### src/rtl/issue_dispatch_unit_pkg.sv
// Shared types for the dual-issue dispatch stage: class encodings,
// the per-instruction issue field bundle and the pairing FSM states.
package issue_dispatch_unit_pkg;

    localparam logic [1:0] CLS_ALU    = 2'b00;
    localparam logic [1:0] CLS_BRANCH = 2'b01;
    localparam logic [1:0] CLS_MEM    = 2'b10;

    typedef enum logic {
        ACCEPT  = 1'b0,
        PENDING = 1'b1
    } state_t;

    // Payload is carried beside this struct so its width can stay a module parameter
    typedef struct packed {
        logic [4:0] rs1;
        logic [4:0] rs2;
        logic [4:0] rd;
        logic       we;
        logic [2:0] load_type;
        logic [1:0] store_type;
    } issue_slot_t;

endpackage

### src/rtl/issue_dispatch_unit_issue_steer.sv
// Pure combinational steering: decides whether a pair must be split and
// which pipe (Branch or Memory) each issuing slot lands in.
module issue_steer
    import issue_dispatch_unit_pkg::*;
(
    input  logic [1:0] valid,
    input  logic [1:0] cls0,
    input  logic [1:0] cls1,
    input  logic       raw,
    output logic       split,
    output logic       issue0,
    output logic       issue1,
    output logic       slot0_mem,
    output logic       slot1_mem
);
    logic both;
    logic mem0;
    logic mem1;
    logic br0;
    logic br1;
    logic pair_mem0;

    assign both = valid[0] & valid[1];
    assign mem0 = (cls0 == CLS_MEM);
    assign mem1 = (cls1 == CLS_MEM);
    assign br0  = (cls0 == CLS_BRANCH);
    assign br1  = (cls1 == CLS_BRANCH);

    assign split  = both & ((mem0 & mem1) | (br0 & br1) | raw);
    assign issue0 = valid[0];
    assign issue1 = valid[1] & ~split;

    // Paired: slot0 goes to Memory if it is MEM, or if it is ALU (incl. reserved) and slot1 wants Branch
    assign pair_mem0 = mem0 | (~br0 & br1);
    assign slot0_mem = (both & ~split) ? pair_mem0 : mem0;
    assign slot1_mem = both ? ~pair_mem0 : mem1;

endmodule

### src/rtl/issue_dispatch_unit.sv
// Issue stage: steers a decoded instruction pair into the Branch and Memory
// issue registers, splitting conflicting or dependent pairs over two cycles.
module issue_dispatch_unit
    import issue_dispatch_unit_pkg::*;
#(
    parameter int PAYLOAD_W = 64,
    parameter int SEQ_W     = 8
) (
    input  logic                      clk,
    input  logic                      rst,
    input  logic [1:0]                Dec_Valid,
    input  logic [1:0][1:0]           Dec_Class,
    input  logic [1:0][4:0]           Dec_rs1,
    input  logic [1:0][4:0]           Dec_rs2,
    input  logic [1:0][4:0]           Dec_rd,
    input  logic [1:0]                Dec_RF_Write_en,
    input  logic [1:0][2:0]           Dec_Load_Type,
    input  logic [1:0][1:0]           Dec_Store_Type,
    input  logic [1:0][PAYLOAD_W-1:0] Dec_Payload,
    output logic                      Dec_Ready,
    input  logic                      Stall_Issue_Branch_Pipeline,
    input  logic                      Stall_Issue_Memory_Pipeline,
    input  logic                      Flush_Dec,
    output logic                      Br_Valid,
    output logic                      Mem_Valid,
    output logic [4:0]                rs1_Issue_Branch_Pipeline,
    output logic [4:0]                rs2_Issue_Branch_Pipeline,
    output logic [4:0]                rd_Issue_Branch_Pipeline,
    output logic [4:0]                rs1_Issue_Memory_Pipeline,
    output logic [4:0]                rs2_Issue_Memory_Pipeline,
    output logic [4:0]                rd_Issue_Memory_Pipeline,
    output logic                      Br_RF_Write_en,
    output logic                      Mem_RF_Write_en,
    output logic [1:0][2:0]           Load_Type_Issue,
    output logic [1:0][1:0]           Store_Type_Issue,
    output logic [PAYLOAD_W-1:0]      Br_Payload,
    output logic [PAYLOAD_W-1:0]      Mem_Payload,
    output logic [SEQ_W-1:0]          Br_Seq,
    output logic [SEQ_W-1:0]          Mem_Seq,
    output logic                      Mem_Older
);
    state_t                 state;
    state_t                 state_nxt;
    logic                   hold;
    logic                   in_pend;

    issue_slot_t            dec_slot0;
    issue_slot_t            dec_slot1;
    logic                   raw;

    issue_slot_t            pend_slot;
    logic [PAYLOAD_W-1:0]   pend_pl;
    logic [1:0]             pend_cls;

    logic [1:0]             st_valid;
    logic [1:0]             st_cls0;
    logic                   st_raw;
    issue_slot_t            src0;
    logic [PAYLOAD_W-1:0]   src0_pl;
    logic                   split;
    logic                   issue0;
    logic                   issue1;
    logic                   slot0_mem;
    logic                   slot1_mem;

    logic [SEQ_W-1:0]       seq_cnt;
    logic [SEQ_W-1:0]       seq1;

    issue_slot_t            br_slot_p0;
    issue_slot_t            mem_slot_p0;
    logic [PAYLOAD_W-1:0]   br_pl_p0;
    logic [PAYLOAD_W-1:0]   mem_pl_p0;
    logic [SEQ_W-1:0]       br_seq_p0;
    logic [SEQ_W-1:0]       mem_seq_p0;
    logic                   br_vld_p0;
    logic                   mem_vld_p0;
    logic                   mem_older_p0;

    issue_slot_t            br_slot_p1;
    issue_slot_t            mem_slot_p1;
    logic [PAYLOAD_W-1:0]   br_pl_p1;
    logic [PAYLOAD_W-1:0]   mem_pl_p1;
    logic [SEQ_W-1:0]       br_seq_p1;
    logic [SEQ_W-1:0]       mem_seq_p1;
    logic                   br_vld_p1;
    logic                   mem_vld_p1;
    logic                   mem_older_p1;

    assign hold      = Stall_Issue_Branch_Pipeline | Stall_Issue_Memory_Pipeline;
    assign in_pend   = (state == PENDING);
    assign Dec_Ready = (state == ACCEPT) & ~hold & ~Flush_Dec & ~rst;

    assign dec_slot0 = '{rs1: Dec_rs1[0], rs2: Dec_rs2[0], rd: Dec_rd[0], we: Dec_RF_Write_en[0],
                         load_type: Dec_Load_Type[0], store_type: Dec_Store_Type[0]};
    assign dec_slot1 = '{rs1: Dec_rs1[1], rs2: Dec_rs2[1], rd: Dec_rd[1], we: Dec_RF_Write_en[1],
                         load_type: Dec_Load_Type[1], store_type: Dec_Store_Type[1]};

    assign raw = dec_slot0.we & (dec_slot0.rd != 5'd0) &
                 ((dec_slot1.rs1 == dec_slot0.rd) | (dec_slot1.rs2 == dec_slot0.rd));

    // While pending, the latched instruction is presented to the steer as a lone slot0
    assign st_valid = in_pend ? 2'b01 : Dec_Valid;
    assign st_cls0  = in_pend ? pend_cls : Dec_Class[0];
    assign st_raw   = ~in_pend & raw;
    assign src0     = in_pend ? pend_slot : dec_slot0;
    assign src0_pl  = in_pend ? pend_pl : Dec_Payload[0];

    issue_steer u_steer (
        .valid     (st_valid),
        .cls0      (st_cls0),
        .cls1      (Dec_Class[1]),
        .raw       (st_raw),
        .split     (split),
        .issue0    (issue0),
        .issue1    (issue1),
        .slot0_mem (slot0_mem),
        .slot1_mem (slot1_mem)
    );

    assign seq1 = seq_cnt + SEQ_W'(issue0);

    always_comb begin
        br_vld_p0    = 1'b0;
        mem_vld_p0   = 1'b0;
        br_slot_p0   = '0;
        mem_slot_p0  = '0;
        br_pl_p0     = '0;
        mem_pl_p0    = '0;
        br_seq_p0    = '0;
        mem_seq_p0   = '0;
        if (issue0) begin
            if (slot0_mem) begin
                mem_vld_p0  = 1'b1;
                mem_slot_p0 = src0;
                mem_pl_p0   = src0_pl;
                mem_seq_p0  = seq_cnt;
            end else begin
                br_vld_p0   = 1'b1;
                br_slot_p0  = src0;
                br_pl_p0    = src0_pl;
                br_seq_p0   = seq_cnt;
            end
        end
        if (issue1) begin
            if (slot1_mem) begin
                mem_vld_p0  = 1'b1;
                mem_slot_p0 = dec_slot1;
                mem_pl_p0   = Dec_Payload[1];
                mem_seq_p0  = seq1;
            end else begin
                br_vld_p0   = 1'b1;
                br_slot_p0  = dec_slot1;
                br_pl_p0    = Dec_Payload[1];
                br_seq_p0   = seq1;
            end
        end
        mem_older_p0 = issue0 & issue1 & slot0_mem;
    end

    always_comb begin
        state_nxt = state;
        if (Flush_Dec) begin
            state_nxt = ACCEPT;
        end else if (!hold) begin
            case (state)
                ACCEPT:  state_nxt = split ? PENDING : ACCEPT;
                PENDING: state_nxt = ACCEPT;
                default: state_nxt = ACCEPT;
            endcase
        end
    end

    always_ff @(posedge clk) begin
        if (rst) state <= ACCEPT;
        else     state <= state_nxt;
    end

    // ---- issue register stage (p0 -> p1) ----
    always_ff @(posedge clk) begin
        if (rst) begin
            br_vld_p1    <= 1'b0;
            mem_vld_p1   <= 1'b0;
            br_slot_p1   <= '0;
            mem_slot_p1  <= '0;
            br_pl_p1     <= '0;
            mem_pl_p1    <= '0;
            br_seq_p1    <= '0;
            mem_seq_p1   <= '0;
            mem_older_p1 <= 1'b0;
            seq_cnt      <= '0;
            pend_slot    <= '0;
            pend_pl      <= '0;
            pend_cls     <= '0;
        end else if (Flush_Dec) begin
            br_vld_p1    <= 1'b0;
            mem_vld_p1   <= 1'b0;
            br_slot_p1   <= '0;
            mem_slot_p1  <= '0;
            br_pl_p1     <= '0;
            mem_pl_p1    <= '0;
            br_seq_p1    <= '0;
            mem_seq_p1   <= '0;
            mem_older_p1 <= 1'b0;
            pend_slot    <= '0;
            pend_pl      <= '0;
            pend_cls     <= '0;
        end else if (!hold) begin
            br_vld_p1    <= br_vld_p0;
            mem_vld_p1   <= mem_vld_p0;
            br_slot_p1   <= br_slot_p0;
            mem_slot_p1  <= mem_slot_p0;
            br_pl_p1     <= br_pl_p0;
            mem_pl_p1    <= mem_pl_p0;
            br_seq_p1    <= br_seq_p0;
            mem_seq_p1   <= mem_seq_p0;
            mem_older_p1 <= mem_older_p0;
            seq_cnt      <= seq1 + SEQ_W'(issue1);
            if (!in_pend && split) begin
                pend_slot <= dec_slot1;
                pend_pl   <= Dec_Payload[1];
                pend_cls  <= Dec_Class[1];
            end
        end
    end

    assign Br_Valid                  = br_vld_p1;
    assign Mem_Valid                 = mem_vld_p1;
    assign rs1_Issue_Branch_Pipeline = br_slot_p1.rs1;
    assign rs2_Issue_Branch_Pipeline = br_slot_p1.rs2;
    assign rd_Issue_Branch_Pipeline  = br_slot_p1.rd;
    assign rs1_Issue_Memory_Pipeline = mem_slot_p1.rs1;
    assign rs2_Issue_Memory_Pipeline = mem_slot_p1.rs2;
    assign rd_Issue_Memory_Pipeline  = mem_slot_p1.rd;
    assign Br_RF_Write_en            = br_slot_p1.we;
    assign Mem_RF_Write_en           = mem_slot_p1.we;
    assign Load_Type_Issue[0]        = br_slot_p1.load_type;
    assign Load_Type_Issue[1]        = mem_slot_p1.load_type;
    assign Store_Type_Issue[0]       = br_slot_p1.store_type;
    assign Store_Type_Issue[1]       = mem_slot_p1.store_type;
    assign Br_Payload                = br_pl_p1;
    assign Mem_Payload               = mem_pl_p1;
    assign Br_Seq                    = br_seq_p1;
    assign Mem_Seq                   = mem_seq_p1;
    assign Mem_Older                 = mem_older_p1;

endmodule

### config.mk
export PLATFORM = sky130hd
export DESIGN_NAME = issue_dispatch_unit
export DESIGN_NICKNAME = d
export VERILOG_FILES = /design/src/rtl/issue_dispatch_unit_pkg.sv /design/src/rtl/issue_dispatch_unit_issue_steer.sv /design/src/rtl/issue_dispatch_unit.sv
export SDC_FILE = /design/constraint.sdc
export NUM_CORES = 1
export LEC_CHECK = 0
export BUFFER_PORTS_ARGS = -buffer_cell sky130_fd_sc_hd__buf_2
export CAP_MARGIN = 0
export CORE_MARGIN = 2
export CORE_UTILIZATION = 40
export DETAILED_ROUTE_END_ITERATION = 8
export GPL_TIMING_DRIVEN = 1
export MAX_ROUTING_LAYER = met4
export PLACE_DENSITY = 0.64
export SETUP_SLACK_MARGIN = 0.1
export SYNTH_ARGS = -nofsm -noshare
export SYNTH_HDL_FRONTEND = slang
export SYNTH_SLANG_ARGS = --single-unit
### constraint.sdc
create_clock -name clk -period 4.8 [get_ports clk]
set_input_delay 0.48 -clock clk [delete_from_list [all_inputs] [get_ports clk]]
set_output_delay 0.48 -clock clk [all_outputs]
set_load 0.05 [all_outputs]
# Word-level counts from Yosys, hierarchy flattened
# Index checks and enable logic that the tools add are counted.
# op_classes
add_sub_neg	2
eq_ne	6
n_mux	40
n_bitwise	27
n_reduce_logical	6
# ops
cell	n
two-way mux 64 bit	9
two-way mux 21 bit	9
two-way mux 8 bit	8
adder 8 x 1 -> 8 bit	2
AND 1 bit	15
two-way mux 1 bit	11
equality test 5 bit	2
NOT 1 bit	7
bitwise OR 1 bit	5
nonzero test 5 bit	1
equality test 2 x 1 -> 1 bit (second input constant)	2
equality test 2 bit (second input constant)	2
two-way mux 2 bit	2
AND reduction 2 bit	2
one-hot mux 1 bit (2 select lines)	1
OR reduction 2 bit	1
logical AND 1 bit	1
zero test 1 bit	1
# word_totals
regBits	285
input_bits	181
output_inout_bits	190

# Longest topological paths before layout
# logic_depth
word_depth	13
mapped_depth	14
depth_no_buf	13

# Cells and area by module
# From an unflattened synthesis, not the netlist that was laid out.
# unflattened
hier_cells	1654
area_unflattened_um2	12894.9
# modules_own_cells
module	instances	cells_per_inst	area_per_inst_um2	seq_area_each_um2
issue_dispatch_unit	1	1638	12782.3	5705.5
issue_steer	1	16	112.6	0.0

# Worst setup path after synthesis
# Ideal clock, no wire load.
# synth_timing
kind	input-to-reg
from	input Dec_Class[0] (netlist name)
to	register seq_cnt[5]
setup_time_ns	0.127
t_arrival_ns	2.755
required_time_ns	4.673
slack_ns	1.918
path_stages	14
cell_sequence	nand2b_1 > o21a_1 > o221a_1 > o21ai_1 > clkbuf_1 > inv_1 > ha_1 > nand2_1 > nor2_1 > maj3_1 > a32o_1 > nand3_1 > xor2_1 > nor2_1
# synth_between
elab_chain_cells	9
# synth_lines
item	line	text
from (decl)	issue_dispatch_unit.sv:12	input logic [1:0][1:0] Dec_Class,
two-way mux 2 bit *	issue_dispatch_unit.sv:103	assign st_cls0 = in_pend ? pend_cls : Dec_Class[0];
equality test 2 bit / equality test 2 x 1 -> 1 bit (equally long branches)	issue_dispatch_unit_issue_steer.sv:24, issue_dispatch_unit_issue_steer.sv:26	
AND 1 bit	issue_dispatch_unit_issue_steer.sv:29	assign split = both & ((mem0 & mem1) | (br0 & br1) | raw);
bitwise OR 1 bit * (2 in a row)	issue_dispatch_unit_issue_steer.sv:29	
AND 1 bit *	issue_dispatch_unit_issue_steer.sv:29	
NOT 1 bit *	issue_dispatch_unit_issue_steer.sv:31	assign issue1 = valid[1] & ~split;
AND 1 bit *	issue_dispatch_unit_issue_steer.sv:31	
adder 8 x 1 -> 8 bit *	issue_dispatch_unit.sv:217	seq_cnt <= seq1 + SEQ_W'(issue1);
to (signal assigned)	issue_dispatch_unit.sv:217	
to (decl)	issue_dispatch_unit.sv:66	logic [SEQ_W-1:0] seq_cnt;
# Every way passes the cells marked *; elsewhere a longest branch is shown, timed or not.
# A chain may end at the register's enable or synchronous reset.

# Final worst setup path
# layout_timing
from	register state, in the netlist in_pend
to	register seq_cnt[4]
# layout_between
elab_chain_cells	9
# layout_lines
item	line	text
from (decl)	issue_dispatch_unit.sv:42	state_t state;
from (signal assigned)	issue_dispatch_unit.sv:175	else state <= state_nxt;
two-way mux 2 bit	issue_dispatch_unit.sv:103	
equality test 2 bit / equality test 2 x 1 -> 1 bit (equally long branches)	issue_dispatch_unit_issue_steer.sv:24, issue_dispatch_unit_issue_steer.sv:26	
AND 1 bit	issue_dispatch_unit_issue_steer.sv:29	
bitwise OR 1 bit (2 in a row)	issue_dispatch_unit_issue_steer.sv:29	
AND 1 bit	issue_dispatch_unit_issue_steer.sv:29	
NOT 1 bit	issue_dispatch_unit_issue_steer.sv:31	
AND 1 bit	issue_dispatch_unit_issue_steer.sv:31	
adder 8 x 1 -> 8 bit *	issue_dispatch_unit.sv:217	
# Marked as above.

==> impl_results.rst <==
.. list-table::
   :header-rows: 1

   * - Metric
     - Value
   * - Status
     - completed
   * - Maximum clock skew at final layout
     - 0.0231 ns
   * - Sum Neg Setup Slack
     - 0 ns
   * - Sequential power share
     - 42.6%
   * - Power density cells
     - 363 nW/µm²
   * - Number of instances in the synthesized netlist
     - 1,509
   * - Average detailed-routed wire length per instance
     - 20.8 µm
   * - Number of I/O pins
     - 371
   * - Most used flip-flop cell after synthesis
     - dfxtp_1
   * - Mapped Avg Cell Area
     - 8.46 µm²
   * - Leakage power figure
     - 6.68 nW
   * - Internal power contribution
     - 4.11 mW
   * - Data required time of the worst path
     - 5.25 ns
   * - Critical register-to-register path startpoint
     - in_pend
   * - Slew @ Worst Pin
     - 1.26 ns
   * - Share of final-layout standard cells stronger than drive strength 1
     - 28.9%
   * - Post-placement worst setup slack
     - 1.18 ns
   * - Ys Warns
     - 0
   * - Power share of the combinational group
     - 14.4%
   * - Worst hold stages
     - 3
   * - Detailed Routing Iterations Pass 1
     - 5
   * - Hold_sp
     - Dec_Store_Type[2]
   * - Starting Density
     - 40.6%
   * - Layout area overhead
     - 23.9%
   * - Maximum clock rate
     - 0.302 GHz
   * - IR drop worst, VDD
     - 295 µV
   * - Sequential share of the synthesized area
     - 44.7%
   * - Minimum setup slack among reg-to-reg paths
     - 1.49 ns
   * - Clock-pin transition on the worst setup and hold timing paths
     - 0.06 ns
   * - Dpl hpwl
     - 28,800 µm
   * - Number of buffers added on ports
     - 370
   * - Number of routed nets with antenna violations
     - 0
   * - CP Data Arrival Time
     - 3.77 ns
   * - Height of the chip
     - 183 µm
   * - Switching portion of total power
     - 28.4%
   * - Post-detailed-route DRC marker count
     - 0
   * - Via count of the first global-routing pass
     - 12,537
   * - Critical-path maximum fanout
     - 25
   * - CORE AREA
     - 31,500 µm²
   * - Clock Root Buffer
     - clkbuf_16
   * - RSZ-0062 raised after global routing
     - false
   * - Initial drt markers
     - 1,093
   * - H-tree lvl count
     - 1
   * - Grt ovf
     - 0
   * - Psw
     - 1.63 mW
   * - Crit end category
     - flip-flop
   * - Share of synthesized flip-flops with an asynchronous set or reset
     - 0%
   * - Post-synth EDFFs
     - 0
   * - Post-layout net count
     - 1,960
   * - Number of placement rows
     - 65
   * - Cell area after technology mapping
     - 12,800 µm²
   * - Top-area cell type share of the netlist area
     - 44.7%
   * - Total setup violations reported at the end of the flow
     - 0
   * - HP Class
     - primary input to flip-flop
   * - Worst reg2reg path depth
     - 13
   * - Most frequent cells after synthesis
     - 285 x dfxtp_1, 200 x nor2_1, 200 x o21ai_0, 190 x nand2_1
   * - Distinct cell type count of the synthesized netlist
     - 47
   * - Overall routed net length
     - 46,100 µm
   * - Gp weighted congestion
     - 0.887
   * - Clock Latency Late Sink
     - 0.57 ns
   * - Synth top area cells
     - dfxtp_1 45%, a221oi_1 8.5%, o21ai_0 7.8%, a221oi_2 5.9%, nor2_1 5.9%
   * - Number of cells upsized or downsized after cts
     - 0
   * - Via count
     - 13,095
   * - Area enclosed by the die boundary
     - 33,400 µm²
   * - Most numerous cell in the Yosys netlist
     - dfxtp_1
   * - Final critical-path share of the clock period
     - 69.0%
   * - Horizontal die dimension
     - 183 µm
   * - Final hold viol count
     - 0
   * - Buffers inserted by post-CTS timing repair
     - 0
   * - Initial antenna violation count
     - 12
   * - Part of the total power dissipated in the clock network
     - 43.1%
   * - Largest net degree at the start of global routing
     - 105
   * - Max-cap violation count
     - 0
   * - Capture instance of the worst register-to-register path
     - seq_cnt[4]
   * - Cell taking the most area after synthesis
     - dfxtp_1
   * - Hold_buf cts
     - 0
   * - Final period demand of the worst path
     - 3.31 ns
   * - Launching element type of the critical path
     - flip-flop
   * - Worst rel slew slack
     - 15.9%
   * - Clock buffer depth
     - 3
   * - CTS tree
     - built
   * - Setup slack after layout
     - 1.49 ns
   * - Number of max-slew violations in the final report
     - 0
   * - Worst Hold Path EP
     - pend_slot[0]
   * - Total of flip-flops plus latches after synthesis
     - 285
   * - Clk sinks
     - 285
   * - GRT Util Overall
     - 27.3%
   * - Setup Crit Path Kind
     - flip-flop to flip-flop
   * - Post-Synthesis Net Count
     - 1,694
   * - Average via count per standard cell
     - 5.91
   * - Clock buffer count from CTS
     - 31
   * - Wire length of the first global-routing pass
     - 71,300 µm
==> state kept, by name, summed over array words and instances, names as in the netlist, 2 cells and up <==
name                       cells
pend_cls                       2
rs2_Issue_Memory_Pipeline      5
seq_cnt                        8
Mem_Seq                        8
Br_Seq                         8
pend_slot                     21
Store_Type_Issue               4
rs2_Issue_Branch_Pipeline      5
Br_Payload                    64
rd_Issue_Memory_Pipeline       5
Load_Type_Issue                6
rs1_Issue_Memory_Pipeline      5
rd_Issue_Branch_Pipeline       5
pend_pl                       64
Mem_Payload                   64
rs1_Issue_Branch_Pipeline      5
==> worst max-delay path by stage <==
stage | from | to | slack (ns) | cells after the start
floorplan | Dec_Class[0] | seq_cnt[5] | 1.92 | 14
global placement | Dec_rs2[7] | seq_cnt[5] | 1.25 | 14
detailed placement | Dec_rs2[7] | seq_cnt[4] | 1.18 | 14
CTS | in_pend | seq_cnt[4] | 1.50 | 13
global route | in_pend | seq_cnt[4] | 1.20 | 13
finish | in_pend | seq_cnt[4] | 1.49 | 13
==> final cells by class <==
cell class              instances  area, µm²
diodes                         12       30.0
clock buffers                  47        946
clock inverters                11        115
fillers                      3013      15700
inverters                       4       15.0
multi-input cells            1062       6440
flip-flops and latches        285       5710
well taps                     402        503
repair buffers                391       2060
==> power groups by stage <==
stage                     combinational (mW)  clock, mW  sequential [mW]
after floorplan                        0.360          0             2.67
after global placement                 0.815          0             2.50
after detailed placement               0.817          0             2.50
after CTS                              0.820       2.52             2.45
after global routing                   0.879       2.61             2.45
final                                  0.825       2.47             2.45
==> worst max-delay path, cell delays in order (launching register included) <==
cell,delay (ns)
dfxtp_4,0.45
nand2b_1,0.18
a21oi_1,0.20
nand2_1,0.12
o21ai_1,0.75
inv_1,0.16
ha_1,0.27
ha_1,0.27
a21o_1,0.17
a22o_1,0.18
a32oi_1,0.15
nor3_1,0.08
xnor2_1,0.17
nor2_1,0.05
==> metal layers <==
metal | share of wire (%) | vias to the layer above | global-route usage (%)
li1 | - | 6073 | -
met1 | 42 | 6264 | 35.2
met2 | 47 | 656 | 42.8
met3 | 8.4 | 102 | 4.81
met4 | 3.1 | 0 | 10.9
met5 | 0 | - | -
==> cell families (layout without fill, tap and decap cells) <==
group                    count (synthesis)  in the layout  synth area share [%]
AO/OA/AOI/OAI                          589            589                  33.5
multiplexers                            11             11                 0.970
buffers and inverters                  162            453                  5.39
adder cells (fa/ha/maj)                  5              5                 0.471
flip-flops                             285            285                  44.7
AND/OR/NAND/NOR                        438            438                  13.7
XOR/XNOR                                19             19                  1.30
other                                    0             12                     0
==> stage by stage <==
| stage | power (mW) | area [µm²] | utilization, % | instances | hold slack (ns) |
|---|---|---|---|---|---|
| finish | 5.75 | 15800 | 50.3 | 2214 | 0.165 |
| global route | 5.93 | 15800 | 50.3 | 2214 | 0.166 |
| CTS | 5.78 | 15800 | 50.2 | 2202 | 0.148 |
| detailed placement | 3.32 | 14700 | 46.8 | 2144 | 0.445 |
| global placement | 3.31 | 14700 | 46.8 | 2144 | 0.440 |
| floorplan | 3.03 | 12800 | - | 1509 | 0.433 |
==> cell usage in the layout (no fill, tap or decap), types with 6 or more instances in the layout <==
master / synthesis / layout
mux2_2: 11 / 11
dfxtp_1: 285 / 284
nor2b_1: 8 / 7
diode_2: 0 / 12
o21ai_0: 200 / 199
nor3_1: 19 / 19
xor2_1: 17 / 17
nand2_1: 190 / 190
a221oi_1: 124 / 124
buf_4: 3 / 17
a22o_1: 75 / 75
a21oi_1: 111 / 111
buf_2: 19 / 370
a221oi_2: 50 / 50
nor2_1: 200 / 198
clkbuf_16: 0 / 31
clkinv_2: 0 / 6
clkbuf_8: 0 / 11
(Power assumes the default switching activity.)
